$ cat src/rtl/life_sequencer_if.sv
// Link between the generation controller and the 16x16 cell array.
// The controller drives the edit/tick/clear strobes; the array returns its cell states.
interface life_sequencer_if;
  logic [15:0][15:0] board;
  logic              edit_we;
  logic [3:0]        edit_row;
  logic [3:0]        edit_col;
  logic              gen_tick;
  logic              clear_out;

  modport master (
    input  board,
    output edit_we, edit_row, edit_col, gen_tick, clear_out
  );

  modport slave (
    output board,
    input  edit_we, edit_row, edit_col, gen_tick, clear_out
  );
endinterface

$ cat src/rtl/life_sequencer.sv
// Game of Life generation controller: edit cursor, toggle writes, run/step ticks,
// board clear, generation counter and extinct/stable detection with auto-halt.
module life_sequencer #(
  parameter int TICK_DIV  = 25000000,
  parameter int CNT_W     = 16,
  parameter bit AUTO_HALT = 1'b1
) (
  input  logic             clk_i,
  input  logic             rst_i,
  input  logic             run_i,
  input  logic             step_i,
  input  logic             clear_i,
  input  logic             cur_up_i,
  input  logic             cur_down_i,
  input  logic             cur_left_i,
  input  logic             cur_right_i,
  input  logic             toggle_i,
  output logic [3:0]       cursor_row_o,
  output logic [3:0]       cursor_col_o,
  output logic [CNT_W-1:0] gen_count_o,
  output logic             extinct_o,
  output logic             stable_o,
  output logic [1:0]       mode_o,
  life_sequencer_if.master grid
);

  localparam int            PW   = $clog2(TICK_DIV);
  localparam logic [PW-1:0] PMAX = PW'(TICK_DIV - 1);

  typedef enum logic [1:0] {
    MODE_EDIT  = 2'd0,
    MODE_RUN   = 2'd1,
    MODE_STEP  = 2'd2,
    MODE_CLEAR = 2'd3
  } mode_e;

  mode_e             mode_q, mode_d;
  logic [3:0]        row_q, row_d, col_q, col_d;
  logic [3:0]        erow_q, erow_d, ecol_q, ecol_d;
  logic              we_q, we_d, tick_q, tick_d, clr_q, clr_d;
  logic [PW-1:0]     presc_q, presc_d;
  logic [CNT_W-1:0]  cnt_q, cnt_d, cnt_inc;
  logic              ext_q, ext_d, stb_q, stb_d;
  logic [15:0][15:0] prev_q, prev_d;
  logic [1:0]        chk_q, chk_d;
  logic              armed_q, armed_d;
  logic              board_zero, board_same, halt;

  assign cnt_inc    = (&cnt_q) ? cnt_q : cnt_q + CNT_W'(1);
  assign board_zero = (grid.board == '0);
  assign board_same = (grid.board == prev_q);
  // chk_q[1] marks the cycle two clocks after a tick, when the array has settled.
  assign halt       = AUTO_HALT && chk_q[1] && (board_zero || board_same);

  always_comb begin
    mode_d  = mode_q;
    row_d   = row_q;
    col_d   = col_q;
    erow_d  = erow_q;
    ecol_d  = ecol_q;
    we_d    = 1'b0;
    tick_d  = 1'b0;
    clr_d   = 1'b0;
    presc_d = presc_q;
    cnt_d   = cnt_q;
    ext_d   = ext_q;
    stb_d   = stb_q;
    armed_d = armed_q | ~run_i;
    prev_d  = tick_q ? grid.board : prev_q;
    chk_d   = {chk_q[0], tick_q};
    if (chk_q[1]) begin
      ext_d = board_zero;
      stb_d = board_same;
    end

    if (clear_i) begin
      mode_d  = MODE_CLEAR;
      clr_d   = 1'b1;
      cnt_d   = '0;
      ext_d   = 1'b0;
      stb_d   = 1'b0;
      chk_d   = 2'b00;
      presc_d = '0;
    end else begin
      unique case (mode_q)
        MODE_EDIT: begin
          if (cur_down_i && !cur_up_i)         row_d = row_q + 4'd1;
          else if (cur_up_i && !cur_down_i)    row_d = row_q - 4'd1;
          if (cur_right_i && !cur_left_i)      col_d = col_q + 4'd1;
          else if (cur_left_i && !cur_right_i) col_d = col_q - 4'd1;
          if (toggle_i) begin
            we_d   = 1'b1;
            erow_d = row_q;
            ecol_d = col_q;
          end
          if (run_i && armed_q) begin
            mode_d  = MODE_RUN;
            presc_d = '0;
          end else if (step_i) begin
            mode_d = MODE_STEP;
            tick_d = 1'b1;
            cnt_d  = cnt_inc;
          end
        end
        MODE_RUN: begin
          if (!run_i) begin
            mode_d  = MODE_EDIT;
            presc_d = '0;
          end else if (halt) begin
            // Stay out of RUN until run is released and pressed again.
            mode_d  = MODE_EDIT;
            presc_d = '0;
            armed_d = 1'b0;
          end else if (presc_q == PMAX) begin
            presc_d = '0;
            tick_d  = 1'b1;
            cnt_d   = cnt_inc;
          end else begin
            presc_d = presc_q + PW'(1);
          end
        end
        MODE_STEP:  mode_d = MODE_EDIT;
        MODE_CLEAR: mode_d = MODE_EDIT;
      endcase
    end
  end

  always_ff @(posedge clk_i) begin
    if (rst_i) begin
      mode_q  <= MODE_EDIT;
      row_q   <= '0;
      col_q   <= '0;
      erow_q  <= '0;
      ecol_q  <= '0;
      we_q    <= 1'b0;
      tick_q  <= 1'b0;
      clr_q   <= 1'b0;
      presc_q <= '0;
      cnt_q   <= '0;
      ext_q   <= 1'b0;
      stb_q   <= 1'b0;
      prev_q  <= '0;
      chk_q   <= 2'b00;
      armed_q <= 1'b1;
    end else begin
      mode_q  <= mode_d;
      row_q   <= row_d;
      col_q   <= col_d;
      erow_q  <= erow_d;
      ecol_q  <= ecol_d;
      we_q    <= we_d;
      tick_q  <= tick_d;
      clr_q   <= clr_d;
      presc_q <= presc_d;
      cnt_q   <= cnt_d;
      ext_q   <= ext_d;
      stb_q   <= stb_d;
      prev_q  <= prev_d;
      chk_q   <= chk_d;
      armed_q <= armed_d;
    end
  end

  assign cursor_row_o   = row_q;
  assign cursor_col_o   = col_q;
  assign gen_count_o    = cnt_q;
  assign extinct_o      = ext_q;
  assign stable_o       = stb_q;
  assign mode_o         = mode_q;
  assign grid.edit_we   = we_q;
  assign grid.edit_row  = erow_q;
  assign grid.edit_col  = ecol_q;
  assign grid.gen_tick  = tick_q;
  assign grid.clear_out = clr_q;

endmodule

$ cat src/flat_wrapper.sv
// flat-port wrapper written by rule: the top's interface ports become plain ports
module life_sequencer_flat 
#(
  parameter int TICK_DIV  = 25000000,
  parameter int CNT_W     = 16,
  parameter bit AUTO_HALT = 1'b1
)
  (clk_i, rst_i, run_i, step_i, clear_i, cur_up_i, cur_down_i, cur_left_i, cur_right_i, toggle_i, cursor_row_o, cursor_col_o, gen_count_o, extinct_o, stable_o, mode_o, grid_board, grid_edit_we, grid_edit_row, grid_edit_col, grid_gen_tick, grid_clear_out);
  life_sequencer_if grid_i ();
  input  logic clk_i;
  input  logic rst_i;
  input  logic run_i;
  input  logic step_i;
  input  logic clear_i;
  input  logic cur_up_i;
  input  logic cur_down_i;
  input  logic cur_left_i;
  input  logic cur_right_i;
  input  logic toggle_i;
  output logic [3:0] cursor_row_o;
  output logic [3:0] cursor_col_o;
  output logic [CNT_W-1:0] gen_count_o;
  output logic extinct_o;
  output logic stable_o;
  output logic [1:0] mode_o;
  input wire logic [$bits(grid_i.board)-1:0] grid_board;
  output wire logic [$bits(grid_i.edit_we)-1:0] grid_edit_we;
  output wire logic [$bits(grid_i.edit_row)-1:0] grid_edit_row;
  output wire logic [$bits(grid_i.edit_col)-1:0] grid_edit_col;
  output wire logic [$bits(grid_i.gen_tick)-1:0] grid_gen_tick;
  output wire logic [$bits(grid_i.clear_out)-1:0] grid_clear_out;
  assign grid_i.board = grid_board;
  assign grid_edit_we = grid_i.edit_we;
  assign grid_edit_row = grid_i.edit_row;
  assign grid_edit_col = grid_i.edit_col;
  assign grid_gen_tick = grid_i.gen_tick;
  assign grid_clear_out = grid_i.clear_out;
  life_sequencer #(.TICK_DIV(TICK_DIV), .CNT_W(CNT_W), .AUTO_HALT(AUTO_HALT)) u_core (.clk_i(clk_i), .rst_i(rst_i), .run_i(run_i), .step_i(step_i), .clear_i(clear_i), .cur_up_i(cur_up_i), .cur_down_i(cur_down_i), .cur_left_i(cur_left_i), .cur_right_i(cur_right_i), .toggle_i(toggle_i), .cursor_row_o(cursor_row_o), .cursor_col_o(cursor_col_o), .gen_count_o(gen_count_o), .extinct_o(extinct_o), .stable_o(stable_o), .mode_o(mode_o), .grid(grid_i));
endmodule
$ cat config.mk
export PLATFORM = sky130hd
export DESIGN_NAME = life_sequencer_flat
export DESIGN_NICKNAME = d
export VERILOG_FILES = /design/src/rtl/life_sequencer_if.sv /design/src/rtl/life_sequencer.sv /design/src/flat_wrapper.sv
export SDC_FILE = /design/constraint.sdc
export NUM_CORES = 1
export LEC_CHECK = 0
export ABC_AREA = 1
export CORE_MARGIN = 3
export CORE_UTILIZATION = 42
export DETAILED_ROUTE_END_ITERATION = 10
export GPL_TIMING_DRIVEN = 1
export PLACE_DENSITY = 0.79
export SLEW_MARGIN = 20
export SYNTH_ARGS = -nofsm -noshare
export SYNTH_HDL_FRONTEND = slang
export SYNTH_SLANG_ARGS = --single-unit
$ cat constraint.sdc
create_clock -name clk_i -period 2 [get_ports clk_i]
set_input_delay 0.2 -clock clk_i [delete_from_list [all_inputs] [get_ports clk_i]]
set_output_delay 0.2 -clock clk_i [all_outputs]
set_load 0.01 [all_outputs]
==> results.py, run 1 <==
metrics = {
    "timing": {
        "rsz0062_at_grt": "true",
        "hold_viol_final": 0,
        "fin_crit_sh": 1.071,
        "worst_slack_ns": -0.1428,
        "fmax_mhz": 466.7,
        "worst_pin_slew_ns": 0.4910,
        "final_max_slew_viol_count": 0,
        "finalClockSkew_ns": 0.01446,
        "finalSetupViolCount": 34,
        "period_needed_ns": 2.143,
        "setup_tns_ns": -2.951,
        "relSlewSlack": 0.6727,
    },
    "global_routing": {
        "grtUsageTotal": 0.2327,
        "antenna_found_initial": 7,
        "grt_pass1_vias": 17480,
        "grt_max_degree": 131,
        "grt_pass1_wl_um": 84470,
        "grt_overflow": 0,
    },
    "clocking": {
        "clk_path_buf_depth": 3,
        "clockRootBuffer": "clkbuf_16",
        "tritoncts": "yes",
        "h-tree-depth": 2,
        "clk_pin_slew_ns": 0.06,
        "clk_latency_ns": 0.55,
        "cts_buffers": 39,
        "cts_sinks": 323,
    },
    "job": {
        "max_cap_viol_count": 0,
    },
    "synth": {
        "synthSimpleGateAreaFrac": 0.2820,
        "synthXorXnorAreaFrac": 0.05261,
        "synthAdderAreaFrac": 0.008172,
        "synth_seq_area_share": 0.3771,
        "avgSynthCellArea_um2": 6.515,
        "synth-compound-area-share": 0.1742,
        "syn_nets": 2908,
        "ys.flop_type": "dfxtp_1",
        "synth_cell_type_count": 40,
        "synth_edf_count": 0,
        "yosysWarnings": 0,
        "synthMuxAreaShare": 0,
        "syn_inst": 2632,
        "synth_top_family_by_area": "simple AND/OR/NAND/NOR gates",
        "ys_seq_elements": 323,
        "netlist_area_mm2": 0.01715,
        "async_flop_share": 0,
    },
    "placement": {
        "placed_cells": 3557,
        "pre_cts_ws_ns": -0.6216,
        "portBuffers": 304,
        "gp_congestion": 0.8927,
        "dp_hpwl_um": 39390,
    },
    "outcome": {
        "outcome": "complete, but fails checks",
        "violations": "setup timing",
    },
    "detailed_routing": {
        "drt-total-wl_um": 53580,
        "via_per_inst": 5.067,
        "wire_per_inst_um": 14.73,
        "postRouteAntennaNets": 0,
        "drc": 0,
        "dr.pass1.iters": 6,
        "drt_iter0_drc": 1175,
        "vias": 18430,
    },
    "power": {
        "swShare": 0.2537,
        "p_seq_frac": 0.424,
        "p_switching_uw": 4022,
        "total_power_uw": 15850,
        "internal-power_uw": 11830,
        "combPwrFrac": 0.144,
        "p_leak_uw": 0.01001,
        "pwr-share-clk": 0.433,
        "p_per_area_mw_per_mm2": 665.7,
        "peakVddDrop_uv": 574.4,
    },
    "final_layout": {
        "regArea_mm2": 0.006497,
        "final_cells": 3638,
        "areaGrowthSynthToFinish_pct": 38.88,
        "num-fill-cells": 3514,
        "mostFrequentLayoutCells": "nand2_1, inv_1, o21ai_0",
        "utilization": 0.5953,
        "layout.nets": 3361,
        "multiInputGateArea_mm2": 0.009160,
        "drive_above_1_share": 0.1334,
        "final_common_cell": "nand2_1",
    },
    "min_path": {
        "hold_class": "primary input to flip-flop",
        "hp-start": "grid_board[255]",
        "hold_path_end": "u_core.prev_q[255]",
        "min_path_cells": 3,
    },
    "worst_setup_path": {
        "arrival_ns": 2.56,
        "r2r_end": "u_core.gen_count_o[7]",
        "cp_max_fo": 5,
        "r2r-start": "u_core.prev_q[160]",
        "worstRegToRegCells": 17,
        "cp.required_ns": 2.41,
        "end_kind": "flip-flop",
        "critPathKind": "primary input to flip-flop",
        "r2r_setup_slack_ns": -0.09,
        "cp-start-kind": "primary input",
    },
    "die": {
        "rows": 73,
        "die_area_mm2": 0.04329,
        "die_w_um": 208.1,
        "core_mm2": 0.04001,
        "die_h_um": 208.1,
        "ios": 305,
        "start_util": 0.4286,
    },
}
timing repair:
action	in CTS	in global routing
resized for setup	29	66
buffers inserted	7	4
setup endpoints to repair	46	45
pin swaps	4	24
gates cloned	0	2
hold buffers	0	0
area by class of cell:
class / instances / share of cell area
inverters: 382 / 0.06053
flip-flops and latches: 323 / 0.2728
clock buffers: 57 / 0.04939
multi-input cells: 1830 / 0.3846
well taps: 525 / 0.02758
clock inverters: 10 / 0.002364
repair buffers: 509 / 0.2024
diodes: 2 / 0.0002102
cell families (layout without fill, tap and decap cells):
family,after synthesis,in the layout
other,0,2
buffers and inverters,480,958
AOI/OAI and AO/OA,590,590
xor gates and xnor gates,103,103
and+or+nand+nor,1126,1127
adders and majority gates,10,10
DFF,323,323
worst max-delay path by stage:
stage | startpoint | to | slack, ns | cells past startpoint
2_1_floorplan | u_core.presc_q[0] | u_core.presc_q[18] | 0.13 | 14
3_3_place_gp | grid_board[240] | u_core.gen_count_o[13] | -0.58 | 14
3_5_place_dp | grid_board[239] | u_core.gen_count_o[7] | -0.62 | 14
4_1_cts | u_core.prev_q[160] | u_core.gen_count_o[7] | -0.09 | 17
5_1_grt | grid_board[2] | u_core.gen_count_o[13] | -0.28 | 13
6_report | grid_board[2] | u_core.gen_count_o[7] | -0.14 | 13
through the flow:
stage | cell area (µm²) | hold slack (ns)
after floorplan | 17150 | 0.2691
after global placement | 22120 | 0.3965
after detailed placement | 22120 | 0.3999
after CTS | 23520 | 0.2330
after global routing | 23810 | 0.1428
final | 23810 | 0.1131
synth_stat cells (2+ instances only):
library cell  instances  share of area
a211oi_1              2        0.00088
o21ai_0             306          0.089
o21ai_1               9         0.0026
nand4_1              67          0.024
xnor2_1              66          0.034
or2_2                18         0.0066
nand3_1              66          0.019
dfxtp_1             323           0.38
nor3_1               16         0.0047
nor4_1               25         0.0091
nand2_4               2         0.0013
a21oi_1             268          0.078
nand2_2               4         0.0015
nand3_2               4         0.0023
nor3_2                2         0.0012
clkbuf_1             88          0.019
nand3b_1              7         0.0031
buf_2                 5         0.0015
nor2_1              318          0.070
inv_2                25         0.0055
xor2_1               37          0.019
ha_1                  8         0.0058
inv_1               356          0.078
nand2_1             568           0.12
buf_1                 4        0.00088
nor2_4                5         0.0033
fa_1                  2         0.0023
nor3b_1               2        0.00088
or2_1                 8         0.0029
o22ai_1               3         0.0011
and3_1                2        0.00073
nor2_2                8         0.0029
layer usage:
layer / vias to the layer above / track usage / part of all wire
li1: 9311 / - / -
met1: 8481 / 0.2929 / 0.43
met2: 527 / 0.3980 / 0.47
met3: 107 / 0.04388 / 0.062
met4: 8 / 0.08486 / 0.032
met5: - / 0 / 0.00091
critical path: stages:
cell             delay [ns]
clkdlybuf4s50_1        0.55
nor4_1                 0.46
buf_4                  0.19
nand2_1                0.04
nor2_1                 0.10
nand2_1                0.08
nor2_1                 0.16
nand3_2                0.19
nand3_4                0.17
nand2_8                0.11
buf_12                 0.15
nand3_1                0.07
a21oi_1                0.07
power by group through the flow:
stage | registers (µW) | logic, µW | clock network (µW)
after floorplan | 6840 | 963 | 0
final | 6720 | 2280 | 6860
after global routing | 6730 | 2500 | 7230
after global placement | 6840 | 2140 | 0
after CTS | 6710 | 2230 | 7010
after detailed placement | 6850 | 2190 | 0
state kept, by name (all words and copies together) (netlist names), 2 cells and up:
| name | cells |
|---|---|
| u_core.mode_o | 2 |
| u_core.cursor_col_o | 4 |
| u_core.gen_count_o | 16 |
| u_core.grid.edit_row | 4 |
| u_core.prev_q | 256 |
| u_core.grid.edit_col | 4 |
| u_core.chk_q | 2 |
| u_core.presc_q | 25 |
| u_core.cursor_row_o | 4 |
Note: power is estimated with default switching activity, not from simulation.
==> inputs of run 2 (changes only) <==
--- a/config.mk
+++ b/config.mk
@@ -8,6 +8,7 @@
 export ABC_AREA = 1
 export CORE_MARGIN = 3
 export CORE_UTILIZATION = 42
+export CTS_BUF_LIST = sky130_fd_sc_hd__clkbuf_4 sky130_fd_sc_hd__clkbuf_8
 export DETAILED_ROUTE_END_ITERATION = 10
 export GPL_TIMING_DRIVEN = 1
 export PLACE_DENSITY = 0.79
==> run 2 against run 1 <==
The flow still finishes with violations (setup timing). Sequential power hardly changed. Clock power decreased by 5.5%. Non-clock buffer count shrank 1. Power fell by 2.3%. Global-route usage increased by 0.26 points. Wire length is 1.3% higher. Clock skew grew 0.016 ns. Count of clock-buffer cells in the layout is 37 higher. Final cell count rose by 0.96%. First-iteration DRC count grew 13%. Sequential share of layout area about the same. Critical endpoint is now u_core.presc_q[18].
==> results.py, run 2 (synthesis results as in run 1) <==
metrics = {
    "power": {
        "p_seq_frac": 0.434,
        "pwr-share-clk": 0.418,
        "p_per_area_mw_per_mm2": 650.8,
        "p_switching_uw": 4074,
        "total_power_uw": 15490,
        "swShare": 0.2631,
        "combPwrFrac": 0.148,
        "peakVddDrop_uv": 648.1,
        "internal-power_uw": 11410,
        "p_leak_uw": 0.01003,
    },
    "timing": {
        "final_max_slew_viol_count": 0,
        "finalClockSkew_ns": 0.02998,
        "period_needed_ns": 2.103,
        "hold_viol_final": 0,
        "worst_pin_slew_ns": 0.5090,
        "rsz0062_at_grt": "true",
        "relSlewSlack": 0.6607,
        "setup_tns_ns": -2.206,
        "fmax_mhz": 475.6,
        "finalSetupViolCount": 34,
        "worst_slack_ns": -0.1027,
        "fin_crit_sh": 1.051,
    },
    "die": {
        "start_util": 0.4286,
        "rows": 73,
        "ios": 305,
        "core_mm2": 0.04001,
        "die_h_um": 208.1,
        "die_area_mm2": 0.04329,
        "die_w_um": 208.1,
    },
    "detailed_routing": {
        "drt-total-wl_um": 54290,
        "dr.pass1.iters": 6,
        "via_per_inst": 5.055,
        "wire_per_inst_um": 14.78,
        "vias": 18570,
        "postRouteAntennaNets": 0,
        "drc": 0,
        "drt_iter0_drc": 1326,
    },
    "global_routing": {
        "antenna_found_initial": 8,
        "grtUsageTotal": 0.2353,
        "grt_max_degree": 131,
        "grt_pass1_vias": 17580,
        "grt_pass1_wl_um": 85330,
        "grt_overflow": 0,
    },
    "worst_setup_path": {
        "critPathMostFrequentCell": "nor2_4",
        "arrival_ns": 2.62,
        "r2r_setup_slack_ns": -0.10,
        "path_cells": "ha_4 -> nand2_4 -> nor2_4 -> nand2_2 -> nor2_4 -> nand2_2 -> nor2_4 -> nand3_4 -> nor2_4 -> nand2_2 -> nor2_4 -> xnor2_2 -> nand3b_4 -> a21oi_2",
        "cp.required_ns": 2.52,
        "crit_path_top_delay_cell": "dfxtp_2",
        "cp_max_fo": 4,
        "max_stage_delay_ns": 0.35,
        "end_kind": "flip-flop",
        "cp-start-kind": "flip-flop",
        "critPathKind": "flip-flop to flip-flop",
    },
    "clocking": {
        "hold_buffers": 0,
        "cts_buffers": 57,
        "clk_pin_slew_ns": 0.06,
        "tritoncts": "yes",
        "clk_path_buf_depth": 3,
        "cts_sinks": 323,
        "clk_latency_ns": 0.65,
        "clockRootBuffer": "clkbuf_8",
        "h-tree-depth": 2,
    },
    "outcome": {
        "outcome": "complete, but fails checks",
        "violations": "setup timing",
    },
    "final_layout": {
        "final_common_cell": "nand2_1",
        "final_cells": 3673,
        "utilization": 0.5949,
        "stdcell_area_mm2": 0.02380,
        "drive_above_1_share": 0.1457,
        "layout.nets": 3378,
        "areaGrowthSynthToFinish_pct": 38.78,
        "num-fill-cells": 3516,
        "largest_register": "u_core.prev_q",
        "largest_register_ffs": 256,
        "mostFrequentLayoutCells": "nand2_1, inv_1, clkdlybuf4s50_1",
    },
    "placement": {
        "place_area_mm2": 0.02212,
        "placed_cells": 3557,
        "gp_congestion": 0.8927,
        "portBuffers": 304,
        "dp_hpwl_um": 39390,
    },
    "min_path": {
        "hold_class": "primary input to flip-flop",
    },
    "job": {
        "max_cap_viol_count": 0,
    },
}
run 2: final timing paths:
kind                      from                    to  cells after the start
min                     step_i  u_core.grid.gen_tick                      3
min reg2reg    u_core.chk_q[0]       u_core.chk_q[1]                      2
max          u_core.presc_q[1]    u_core.presc_q[18]                     14
max reg2reg  u_core.presc_q[1]    u_core.presc_q[18]                     14
run 2: layout make-up:
cell class                      count  area, µm²  area share
Inverter                          382       1444     0.06067
Tap cell                          525      656.9     0.02760
Clock buffer                       94       1162     0.04884
Clock inverter                      7      37.54    0.001577
Sequential cell                   323       6501      0.2732
Multi-Input combinational cell   1830       9161      0.3850
Timing Repair Buffer              508       4825      0.2027
Antenna cell                        4      10.01   0.0004206
run 2: metrics by stage:
step	hold slack [ns]	worst slack, ns
6_report	0.1742	-0.1027
5_1_grt	0.1510	-0.2184
4_1_cts	0.1249	-0.08392
3_5_place_dp	0.3999	-0.6216
3_3_place_gp	0.3965	-0.5810
2_1_floorplan	0.2691	0.1270
run 2: what timing repair did:
action / in CTS / in global routing
endpoints found under the hold margin: 0 / 0
buffers inserted: 5 / 3
gates cloned: 1 / 2
setup endpoints to repair: 46 / 46
resized for setup: 37 / 64
pin swaps: 2 / 25
run 2: metal layers:
layer | up-vias | share of wire | GRT usage
met5 | - | 0.00057 | 0
li1 | 9360 | - | -
met3 | 108 | 0.070 | 0.05504
met1 | 8495 | 0.43 | 0.2972
met4 | 6 | 0.029 | 0.07766
met2 | 599 | 0.47 | 0.3971
run 2: critical path, delay by kind of cell, from the launching register on:
kind                       cells  cell delay (ns)
xor gates and xnor gates       1             0.12
and+or+nand+nor               11             1.30
adders and majority gates      1             0.16
DFF                            1             0.35
AOI/OAI and AO/OA              1             0.05
run 2: power by group through the flow:
stage / registers [µW] / clock network, µW / logic, µW
5_1_grt: 6730 / 6910 / 2520
6_report: 6720 / 6480 / 2300
4_1_cts: 6710 / 6610 / 2250
2_1_floorplan: 6840 / 0 / 963
3_5_place_dp: 6850 / 0 / 2190
3_3_place_gp: 6840 / 0 / 2140
==> inputs of run 3 (changes only) <==
--- a/config.mk
+++ b/config.mk
@@ -6,6 +6,7 @@
 export NUM_CORES = 1
 export LEC_CHECK = 0
 export ABC_AREA = 1
+export ABC_CLOCK_PERIOD_IN_PS = 2000
 export CORE_MARGIN = 3
 export CORE_UTILIZATION = 42
 export CTS_BUF_LIST = sky130_fd_sc_hd__clkbuf_4 sky130_fd_sc_hd__clkbuf_8
==> results of run 3 <==
Same layout as run 2: the final DEF is identical, and so are final timing and power.
